<file path="config.mk">
export PLATFORM = sky130hd
export DESIGN_NAME = score_digits_display
export DESIGN_NICKNAME = d
export VERILOG_FILES = /design/src/rtl/score_digits_display.sv
export SDC_FILE = /design/constraint.sdc
export NUM_CORES = 1
export LEC_CHECK = 0
export CAP_MARGIN = 10
export CORE_UTILIZATION = 35
export DETAILED_ROUTE_END_ITERATION = 6
export DONT_BUFFER_PORTS = 1
export PLACE_DENSITY_LB_ADDON = 0.25
export SLEW_MARGIN = 30
export SYNTH_ARGS = -nofsm -noshare
export SYNTH_HDL_FRONTEND = slang
export SYNTH_SLANG_ARGS = --single-unit
</file>
<file path="constraint.sdc">
create_clock -name iVGA_CLK -period 3.5 [get_ports iVGA_CLK]
set_input_delay 0.875 -clock iVGA_CLK [delete_from_list [all_inputs] [get_ports iVGA_CLK]]
set_output_delay 0.875 -clock iVGA_CLK [all_outputs]
set_load 0.05 [all_outputs]
</file>
<file path="src/rtl/score_digits_display.sv">
// Score renderer for the VGA overlay: binary score -> BCD digits by sequential
// double-dabble, drawn from an external 10-glyph ROM at a fixed screen position.
// New digits are committed only while the scan is outside the text band.
module score_digits_display #(
    parameter int         NUM_DIGITS = 4,
    parameter int         SCORE_W    = 14,
    parameter int         START_X    = 332,
    parameter int         START_Y    = 427,
    parameter int         DIGIT_W    = 16,
    parameter int         DIGIT_H    = 32,
    parameter int         GAP        = 4,
    parameter bit         LZ_BLANK   = 1'b1,
    parameter logic [2:0] FG_RGB     = 3'b001,
    parameter logic [2:0] BG_RGB     = 3'b000,
    parameter int         GA_W       = 13
) (
    input  logic               iVGA_CLK,
    input  logic               iRST_n,
    input  logic [9:0]         iVGA_X,
    input  logic [9:0]         iVGA_Y,
    input  logic [SCORE_W-1:0] iScore,
    input  logic               iScore_Valid,
    output logic               oBusy,
    output logic [GA_W-1:0]    oGlyph_Addr,
    input  logic               iGlyph_Pixel,
    output logic               oActive,
    output logic [2:0]         oRGB
);

    localparam int     BW       = 4 * NUM_DIGITS;
    localparam int     PITCH    = DIGIT_W + GAP;
    localparam int     CELL_PIX = DIGIT_W * DIGIT_H;
    localparam longint LIMIT    = 10 ** NUM_DIGITS;
    localparam int     CNT_W    = $clog2(SCORE_W + 1);
    localparam int     CW       = (DIGIT_W > 1) ? $clog2(DIGIT_W) : 1;
    localparam int     RW       = (DIGIT_H > 1) ? $clog2(DIGIT_H) : 1;

    typedef enum logic [1:0] {
        S_IDLE,
        S_CONVERT,
        S_WAIT_SAFE,
        S_COMMIT
    } state_t;

    // Scores that do not fit in NUM_DIGITS decimal digits show as all nines.
    function automatic logic [SCORE_W-1:0] saturate(input logic [SCORE_W-1:0] v);
        if (64'(v) >= LIMIT) saturate = SCORE_W'(LIMIT - 1);
        else                 saturate = v;
    endfunction

    // ---------------- conversion / commit control ----------------
    state_t               state_q, state_d;
    logic [SCORE_W-1:0]   bin_q, bin_d;
    logic [BW-1:0]        bcd_q, bcd_d;
    logic [BW-1:0]        bcd_adj;
    logic [CNT_W-1:0]     cnt_q, cnt_d;
    logic                 pend_q, pend_d;
    logic [SCORE_W-1:0]   pend_val_q, pend_val_d;
    logic [BW-1:0]        shown_q, shown_d;   // digit k (0 = MSD) at [BW-1-4k -: 4]
    logic [10:0]          x11, y11;
    logic                 band_safe;

    assign x11       = {1'b0, iVGA_X};
    assign y11       = {1'b0, iVGA_Y};
    assign band_safe = (y11 < 11'(START_Y)) || (y11 >= 11'(START_Y + DIGIT_H));

    // Next-state logic for capture, double-dabble steps, safe wait and commit.
    always_comb begin
        // NOTE: every variable gets a default first so no path leaves it unassigned (no latch).
        state_d    = state_q;
        bin_d      = bin_q;
        bcd_d      = bcd_q;
        cnt_d      = cnt_q;
        pend_d     = pend_q;
        pend_val_d = pend_val_q;
        shown_d    = shown_q;

        bcd_adj = bcd_q;
        for (int i = 0; i < NUM_DIGITS; i++) begin
            if (bcd_q[4*i +: 4] >= 4'd5) bcd_adj[4*i +: 4] = bcd_q[4*i +: 4] + 4'd3;
        end

        case (state_q)
            S_IDLE: begin
                // A fresh strobe beats an older pending value.
                if (iScore_Valid) begin
                    bin_d   = saturate(iScore);
                    bcd_d   = '0;
                    cnt_d   = '0;
                    pend_d  = 1'b0;
                    state_d = S_CONVERT;
                end else if (pend_q) begin
                    bin_d   = saturate(pend_val_q);
                    bcd_d   = '0;
                    cnt_d   = '0;
                    pend_d  = 1'b0;
                    state_d = S_CONVERT;
                end
            end
            S_CONVERT: begin
                {bcd_d, bin_d} = {bcd_adj[BW-2:0], bin_q, 1'b0};
                cnt_d          = cnt_q + 1'b1;
                if (cnt_q == CNT_W'(SCORE_W - 1)) state_d = S_WAIT_SAFE;
            end
            S_WAIT_SAFE: begin
                if (band_safe) state_d = S_COMMIT;
            end
            S_COMMIT: begin
                shown_d = bcd_q;
                state_d = S_IDLE;
            end
            default: state_d = S_IDLE;
        endcase

        // Strobes arriving while busy are parked; the last one wins.
        if (state_q != S_IDLE && iScore_Valid) begin
            pend_d     = 1'b1;
            pend_val_d = iScore;
        end
    end

    // Control state registers with synchronous active-low reset.
    always_ff @(posedge iVGA_CLK) begin
        // NOTE: sequential state uses non-blocking assignments so all registers update together.
        if (!iRST_n) begin
            state_q    <= S_IDLE;
            bin_q      <= '0;
            bcd_q      <= '0;
            cnt_q      <= '0;
            pend_q     <= 1'b0;
            pend_val_q <= '0;
            // NOTE: the shown digits are reset because they feed visible pixels straight away.
            shown_q    <= '0;
        end else begin
            state_q    <= state_d;
            bin_q      <= bin_d;
            bcd_q      <= bcd_d;
            cnt_q      <= cnt_d;
            pend_q     <= pend_d;
            pend_val_q <= pend_val_d;
            shown_q    <= shown_d;
        end
    end

    assign oBusy = (state_q != S_IDLE);

    // ---------------- pixel pipeline ----------------
    logic [NUM_DIGITS-1:0] blank_vec;
    logic                  zero_run;

    // Leading-zero blanking: a digit blanks when it and every digit left of it are zero.
    always_comb begin
        zero_run  = 1'b1;
        blank_vec = '0;
        for (int k = 0; k < NUM_DIGITS; k++) begin
            zero_run     = zero_run && (shown_q[BW-1-4*k -: 4] == 4'd0);
            blank_vec[k] = LZ_BLANK && zero_run && (k < NUM_DIGITS - 1);
        end
    end

    logic            in_band_c, hit_c, blank_c;
    logic [CW-1:0]   col_c;
    logic [RW-1:0]   row_c;
    logic [3:0]      dig_c;
    logic [GA_W-1:0] addr_c;

    // Stage-1 decode: which cell the scan position hits and the glyph address within it.
    always_comb begin
        in_band_c = (y11 >= 11'(START_Y)) && (y11 < 11'(START_Y + DIGIT_H));
        row_c     = RW'(y11 - 11'(START_Y));
        hit_c     = 1'b0;
        blank_c   = 1'b0;
        col_c     = '0;
        dig_c     = '0;
        for (int k = 0; k < NUM_DIGITS; k++) begin
            if (in_band_c && (x11 >= 11'(START_X + k*PITCH)) &&
                (x11 < 11'(START_X + k*PITCH + DIGIT_W))) begin
                hit_c   = 1'b1;
                col_c   = CW'(x11 - 11'(START_X + k*PITCH));
                dig_c   = shown_q[BW-1-4*k -: 4];
                blank_c = blank_vec[k];
            end
        end
        addr_c = '0;
        if (hit_c) begin
            addr_c = GA_W'(dig_c) * GA_W'(CELL_PIX) + GA_W'(row_c) * GA_W'(DIGIT_W) + GA_W'(col_c);
        end
    end

    logic [GA_W-1:0] addr_q;
    logic            hit1_q, blank1_q, hit2_q, blank2_q;
    logic            active_q;
    logic [2:0]      rgb_q;

    // Three-stage pipeline: address out, ROM read, colour out; flags travel alongside.
    always_ff @(posedge iVGA_CLK) begin
        if (!iRST_n) begin
            addr_q   <= '0;
            hit1_q   <= 1'b0;
            blank1_q <= 1'b0;
            hit2_q   <= 1'b0;
            blank2_q <= 1'b0;
            active_q <= 1'b0;
            rgb_q    <= BG_RGB;
        end else begin
            addr_q   <= addr_c;
            hit1_q   <= hit_c;
            blank1_q <= blank_c;
            hit2_q   <= hit1_q;
            blank2_q <= blank1_q;
            active_q <= hit2_q;
            rgb_q    <= (hit2_q && !blank2_q && iGlyph_Pixel) ? FG_RGB : BG_RGB;
        end
    end

    assign oGlyph_Addr = addr_q;
    assign oActive     = active_q;
    assign oRGB        = rgb_q;

endmodule
</file>
==> impl_summary.md, run 1 <==
Logic synthesis
Counting distinct cell types in the post-synthesis netlist gives 60. The proportion of register bits with asynchronous set or reset after synthesis is 0. The warning count from the yosys run is 0. The primary flip-flop cell chosen by synthesis mapping is dfxtp_1. Summed over all instances, the cell type with the most area after synthesis is dfxtp_1. A synthesized cell averages 9.07 um2. Synthesis produced a netlist whose cell count is 473. The number of enable-type register cells in the synthesized netlist is 0. After synthesis, the cell types taking the most area are dfxtp_1 (40%), ha_1 (5.5%), nand2_1 (5.2%). The cell area after synthesis is 4290 um2. The portion of the post-synthesis area used by sequential elements is 0.401. Of the post-synthesis cell area, the dominant cell type holds 0.401. The synthesis-stage register bit count is 86.

Layout
Leaving out fill and tap cells, the most frequent cells in the layout are dfxtp_1 (86), nand2_1 (60), nor2b_1 (33), a21boi_0 (24), inv_1 (21). The number of antenna diodes in the final layout is 0. The count of cells in the finished layout, fillers not included, comes to 614. The library cell used most frequently in the layout, excluding fill and tap cells, is dfxtp_1. The post-synthesis to final-layout area growth is 9.13%. The number of nets at the end of the flow is 519. The layout filler cell count is 1196. Of the cells placed in the final design, the portion with a size suffix greater than 1 is 0.0814.

CTS
For this design, the CTS-stage hold fixing added 0 buffers. The number of gates resized after CTS was 0. The source-to-sink clock delay at the later pin of the worst-skew pair is 340 ps. The clock net in this run drives a total of 86 sinks. In this run the number of H-tree levels came out at 3. Clock tree synthesis inserted a total of 9 buffers. The clock-pin transition on the worst setup and hold timing paths is 60 ps. The CTS tree is done. The tree is rooted in a clkbuf_16. The post-CTS setup repair buffer count is 0. No sink is reached through more buffers than the 2 on the longest clock path.

Timing
The relative slew slack is 0.386. The transition time at the pin with the least slew margin is 921 ps. The count of endpoints failing hold in the final timing report came to 0.

Setup repair after global routing left no endpoint under its margin. The final period demand of the worst path is 2770 ps. The final hold slack is 433 ps.

The number of max-slew violations in the final report was 0. The accumulated negative setup slack is 0 ps. The fraction of the cycle the final worst path needs is 0.791. The clock skew after layout is 8.48 ps.

Static timing analysis puts the maximum clock frequency at 361 MHz. The number of setup violations in the final report is 0.

GRT
The pin count of the biggest net entering global routing is 73. The via count of the first global-routing pass is 3209. The global-route usage over all layers is 0.149. After global routing the overflow that remains totals 0. The first global-routing pass estimated 15100 um of wire. The initial antenna violation count was 0.

Drt
The first-pass detailed-route iteration total is 6. In the final routed layout, each cell accounts on average for 14.7 um. The DRC violations left is 0. In the routed layout, each cell is associated on average with a via count of 5.29. The count of routing violations after the opening detailed-route iteration is 115. The vias after detailed routing is 3250. The final layout contains routed wiring with a total length of 9000 um. Once detail routing completed, the nets flagged for antenna violations numbered 0.

Worst setup path
The type of the setup path with the least slack is primary input to register. Data on the critical path is required at its endpoint by 3750 ps. Data arrives at the worst endpoint at 3020 ps.

STA classifies the critical path startpoint as a primary input. The highest fanout seen on the critical path is 13. STA classifies the critical path endpoint as a register.

Floorplan
The initial utilization of the core area, before any placement, comes to 0.359. In this run the standard cell core region covers 12000 um2. From bottom edge to top edge, the die measures 113 um. The I/O pin count is 56. The floorplan step defined a die boundary enclosing 12700 um2. The total number of placement rows is 40. The die width is 113 um.

Pwr
Across the VDD grid, the largest voltage drop is 0.295 mV. The leakage power total is 0.00162 uW. In this run the power density over the cells is 580 nW/um2.

Flow run
Max-cap violations in this run came to 0.

Placed design
The total instance count after detailed placement is 598. At the end of routability-driven placement, the weighted congestion stood at 0.748. The half-perimeter wire length after placement is 6470 um. The count of input and output buffers is 0.

Run status
The run finished with clean final reports.

Min path
In this run the worst hold path is classified as register to register.
-- stage by stage --
| step | utilization | instance area, um2 | total power, uW | setup WS (ps) |
|---|---|---|---|---|
| 4_1_cts | 0.391 | 4680 | 2750 | 726 |
| 5_1_grt | 0.391 | 4680 | 2880 | 584 |
| 3_5_place_dp | 0.366 | 4380 | 1790 | 368 |
| 6_report | 0.391 | 4680 | 2720 | 730 |
| 2_1_floorplan | - | 4290 | 1630 | 719 |
| 3_3_place_gp | 0.366 | 4380 | 1780 | 423 |
-- critical path, cell delays in order --
cell	delay [ps]
ha_1	200
o21a_1	220
or4b_4	560
a21oi_4	280
and3_1	410
o31ai_4	230
a211oi_1	240
-- sequential cells by signal (all words and copies together), names as in the netlist --
name / cells
blank1_q: 1
oGlyph_Addr: 13
state_q: 2
oRGB: 1
pend_val_q: 14
hit1_q: 1
hit2_q: 1
blank2_q: 1
shown_q: 16
oActive: 1
cnt_q: 4
bcd_q: 16
pend_q: 1
bin_q: 14
-- logic make-up (layout without fill, tap and decap cells) --
| logic type | Yosys count | after routing | share of synthesized area |
|---|---|---|---|
| adder cells (fa/ha/maj) | 19 | 19 | 0.0554 |
| multiplexers | 21 | 21 | 0.0493 |
| XOR/XNOR | 12 | 12 | 0.0245 |
| flip-flops | 86 | 86 | 0.401 |
| AND/OR/NAND/NOR | 169 | 169 | 0.210 |
| AO/OA/AOI/OAI | 118 | 118 | 0.212 |
| buffers and inverters | 47 | 40 | 0.0467 |
| other | 1 | 2 | 0.000874 |
-- path summary, 6_finish.rpt --
check,from,endpoint,slack (ps),cells past startpoint
hold / removal,hit1_q,hit2_q,430,1
hold reg to reg,hit1_q,hit2_q,430,1
setup / recovery,iVGA_Y[0],oGlyph_Addr[3],730,7
setup reg to reg,state_q[0],bin_q[10],1120,7
-- Yosys cell counts, types with 8 or more instances --
cell,number
dfxtp_1,86
nand2_1,60
nor2b_1,34
a21boi_0,24
clkbuf_1,21
inv_1,21
mux2i_1,20
ha_1,19
a21oi_1,15
a22oi_1,14
and2_1,14
o21ai_0,14
nand3_1,12
nor2_1,10
nand2b_1,8
-- report_power, final --
part,switching [uW],internal (uW),total [uW],leakage (uW)
Sequential,56.3,1060,1120,0.000696
Clock,394,558,952,0.000139
Combinational,431,216,648,0.000789
Total,882,1840,2720,0.00162
-- per-layer routing --
metal / GRT usage / vias up / wire, um
li1: - / 1643 / -
met1: 0.170 / 1518 / 4030
met2: 0.267 / 75 / 4390
met3: 0.0380 / 14 / 415
met4: 0.0569 / 0 / 162
met5: 0 / - / 0
-- final cells by class --
| type | count | area, um2 | share of cell area |
|---|---|---|---|
| sequential | 86 | 1720 | 0.368 |
| clock buffer | 10 | 229 | 0.0489 |
| timing repair buffer | 3 | 22.5 | 0.00481 |
| inverter | 21 | 78.8 | 0.0168 |
| multi-input combinational | 341 | 2370 | 0.507 |
| clock inverter | 6 | 71.3 | 0.0152 |
| tap | 147 | 184 | 0.0393 |
Power figures use the tool's default switching activity.
==> inputs of run 2 (changes only) <==
- clock period: 3.5 -> 2.8 ns (I/O delays scaled with it)
==> run 2 against run 1 <==
Effect of this change:
- first-iteration DRC count grew 75%
- worst setup slack lost 280 ps
- power grew 24%
- clock power grew 18%
- cell area grew 1.1%
- cell count grew 1.5%
- flip-flop and latch count is the same
- wire length grew 0.58%
- utilization grew 0.42 points
- combinational power grew 31%
- largest power group unchanged
==> impl_summary.md, run 2 (synthesized netlist as in run 1, its figures left out) <==
Worst setup path
Walking the worst path, the cells encountered are ha_1 -> o21a_1 -> or4b_4 -> a221oi_4 -> o31ai_4 -> a211oi_1. The register-to-register setup slack is 760 ps. The depth of the worst register-to-register path is 7. The number of buffer and inverter stages on the critical path is 0. Data on the critical path is required at its endpoint by 3060 ps. The type of the setup path with the least slack is primary input to register. The cell family contributing the most delay on the critical path is compound AO/OA/AOI/OAI gates. The longest individual stage delay on the worst path is 560 ps.

The highest fanout seen on the critical path is 13. The origin of the critical flop-to-flop path is state_q[1]. The startpoint kind of the worst setup timing path is a primary input.

The endpoint kind of the worst setup timing path is a register. The worst endpoint data arrival time is 2610 ps. The endpoint of the lowest-slack register-to-register path is bin_q[9]. The cell at the slowest stage of the critical path is or4b_4.

Layout
At the end of the flow the core is filled with cells to 0.396. In the final layout, the share of cells above drive strength 1 is 0.0987. The library cell used most frequently in the layout, excluding fill and tap cells, is dfxtp_1.

The layout filler cell count is 1198. The post-synthesis to final-layout area growth is 10.3%. In the final layout, the registers with the most flip-flops are bcd_q (16), shown_q (16).

The repair_antennas step left the layout with diodes totalling 0. The number of nets at the end of the flow is 528. In the layout the commonest cells are dfxtp_1 (86), nand2_1 (60), nor2b_1 (34), a21boi_0 (24), inv_1 (21).

Min path
The number of cells on the worst hold path is 1. The worst hold path begins at iVGA_Y[0]. The path category of the worst min-delay check is primary input to register. The worst hold endpoint is oGlyph_Addr[4].

CTS
In this run the number of H-tree levels came out at 3. The tree is rooted in a clkbuf_16. The CTS tree is done. Buffers inserted during clock tree synthesis total 9. After clock tree synthesis, the clock-pin slew on the worst setup and hold paths is 60 ps.

No sink is reached through more buffers than the 2 on the longest clock path. The clock drives 86 sinks. The source-to-sink clock delay at the later pin of the worst-skew pair is 340 ps. In this run the post-CTS setup repair buffer count came out at 0. After clock tree synthesis, the flow added hold-fix buffers numbering 0.

In this run, post-CTS repair resized a total of 0 instances.

Placed design
At the end of routability-driven placement, the weighted congestion stood at 0.816. The count of input and output buffers is 0. The half-perimeter wire length after placement is 6550 um.

The setup slack at placement is 100 ps.

Timing
On the final layout, the worst clock skew is 5.53 ps. For the pin with the worst max-slew slack, the measured transition is 931 ps. The number of max-slew violations in the final report came to 0. Setup repair after global routing left no endpoint under its margin. Setup total negative slack on the finished layout was measured at 0 ps. Headroom to the max-slew limit came out at 0.380. Hold timing on the final database bottoms out at a slack of 424 ps. Dividing the final minimum period by the clock period gives 0.839.

The count of endpoints failing hold in the final timing report was 0. Setup violations remaining at the end of the flow were counted as 0. The maximum achievable frequency is 426 MHz. The final worst-path setup slack is 450 ps.

The final period demand of the worst path is 2350 ps.

Floorplan
The core region area is 12000 um2. The floorplan die area is 12700 um2. The floorplan has 40 rows. The y dimension of the die is 113 um.

The initial utilization of the core area, before any placement, comes to 0.359. Pin placement for this block handled 56 I/O pins. The die width is 113 um.

Pwr
The clock power share is 0.333. In this run the power spent charging and discharging nets is 1110 uW. The portion of total power attributed to sequential cells is 0.415. Cell internal power was estimated by the tool at 2260 uW. For this design the static power due to leakage is 0.00166 uW.

The proportion of total power due to net switching is 0.328. The maximum resistive drop on vdd is 0.395 mV. The share of total power in combinational logic is 0.252. The power per cell area is 712 nW/um2.

GRT
Across every metal layer, demand over resource in global routing totals 0.150. The first global-routing pass estimated 15000 um of wire. The pin count of the biggest net entering global routing is 73. After global routing the overflow that remains totals 0. The via count of the first global-routing pass is 3163. The initial antenna violation count was 0.

Drt
The first-pass detailed-route iteration total is 4. The DRC violations left is 0. The total wire length after detailed routing is 9050 um.

The count of routing violations after the opening detailed-route iteration is 201. The routed length per instance is 14.5 um. Detailed routing inserted a total of 3261 vias. The remaining antenna violation count is 0. Using the TritonRoute via totals, the vias-per-cell ratio works out to 5.23.

Run status
The run finished with clean final reports.

Flow run
The count of max-cap constraint violations is 0.
## run 2: cell count changes in the layout (fill, tap and decap cells not counted)
cell	before	now
nor2b_2	1	0
bufinv_16	1	0
clkinv_2	0	1
clkbuf_1	1	0
nor2b_1	33	34
buf_4	3	12
clkbuf_8	0	1
## run 2: power groups by stage
| stage | registers, uW | clock network [uW] | logic (uW) |
|---|---|---|---|
| 3_3_place_gp | 1420 | 0 | 839 |
| 3_5_place_dp | 1430 | 0 | 859 |
| 5_1_grt | 1410 | 1210 | 957 |
| 4_1_cts | 1400 | 1160 | 863 |
| 6_report | 1400 | 1120 | 847 |
| 2_1_floorplan | 1400 | 0 | 636 |
## run 2: per-stage QoR
step	area (um2)	cells	total power, uW
after floorplan	4290	474	2040
after global placement	4450	607	2260
after detailed placement	4450	607	2280
after CTS	4730	623	3420
after global routing	4730	623	3580
final	4730	623	3370
## run 2: cell type report
cell class / instances / area, um2 / area share
clock buffer: 10 / 239 / 0.0505
clock inverter: 6 / 46.3 / 0.00978
inverter: 21 / 78.8 / 0.0167
multi-input combinational: 341 / 2370 / 0.501
sequential: 86 / 1720 / 0.364
tap: 147 / 184 / 0.0389
timing repair buffer: 12 / 90.1 / 0.0190
## run 2: routing by layer
layer  GRT usage  wire [um]
met5           0          0
met3      0.0423        472
met2       0.263       4490
met1       0.172       3920
met4      0.0613        166
## run 2: worst max path at each step
stage                     slack, ps  cells after the start  startpoint               to
after floorplan                 190                      7   iVGA_Y[0]  oGlyph_Addr[12]
after global placement          130                      6   iVGA_Y[0]   oGlyph_Addr[3]
after detailed placement        100                      7   iVGA_Y[0]  oGlyph_Addr[12]
after CTS                       450                      8   iVGA_Y[0]           hit1_q
after global routing            320                      8   iVGA_Y[0]           hit1_q
final                           450                      6   iVGA_Y[0]   oGlyph_Addr[3]
## run 2: worst reg2reg max path, stage by stage (launching register included)
cell and delay (ps):
dfxtp_1 390, inv_1 80, ha_1 230, buf_4 190
nor3_1 470, buf_4 270, o221ai_1 140, a21boi_0 190
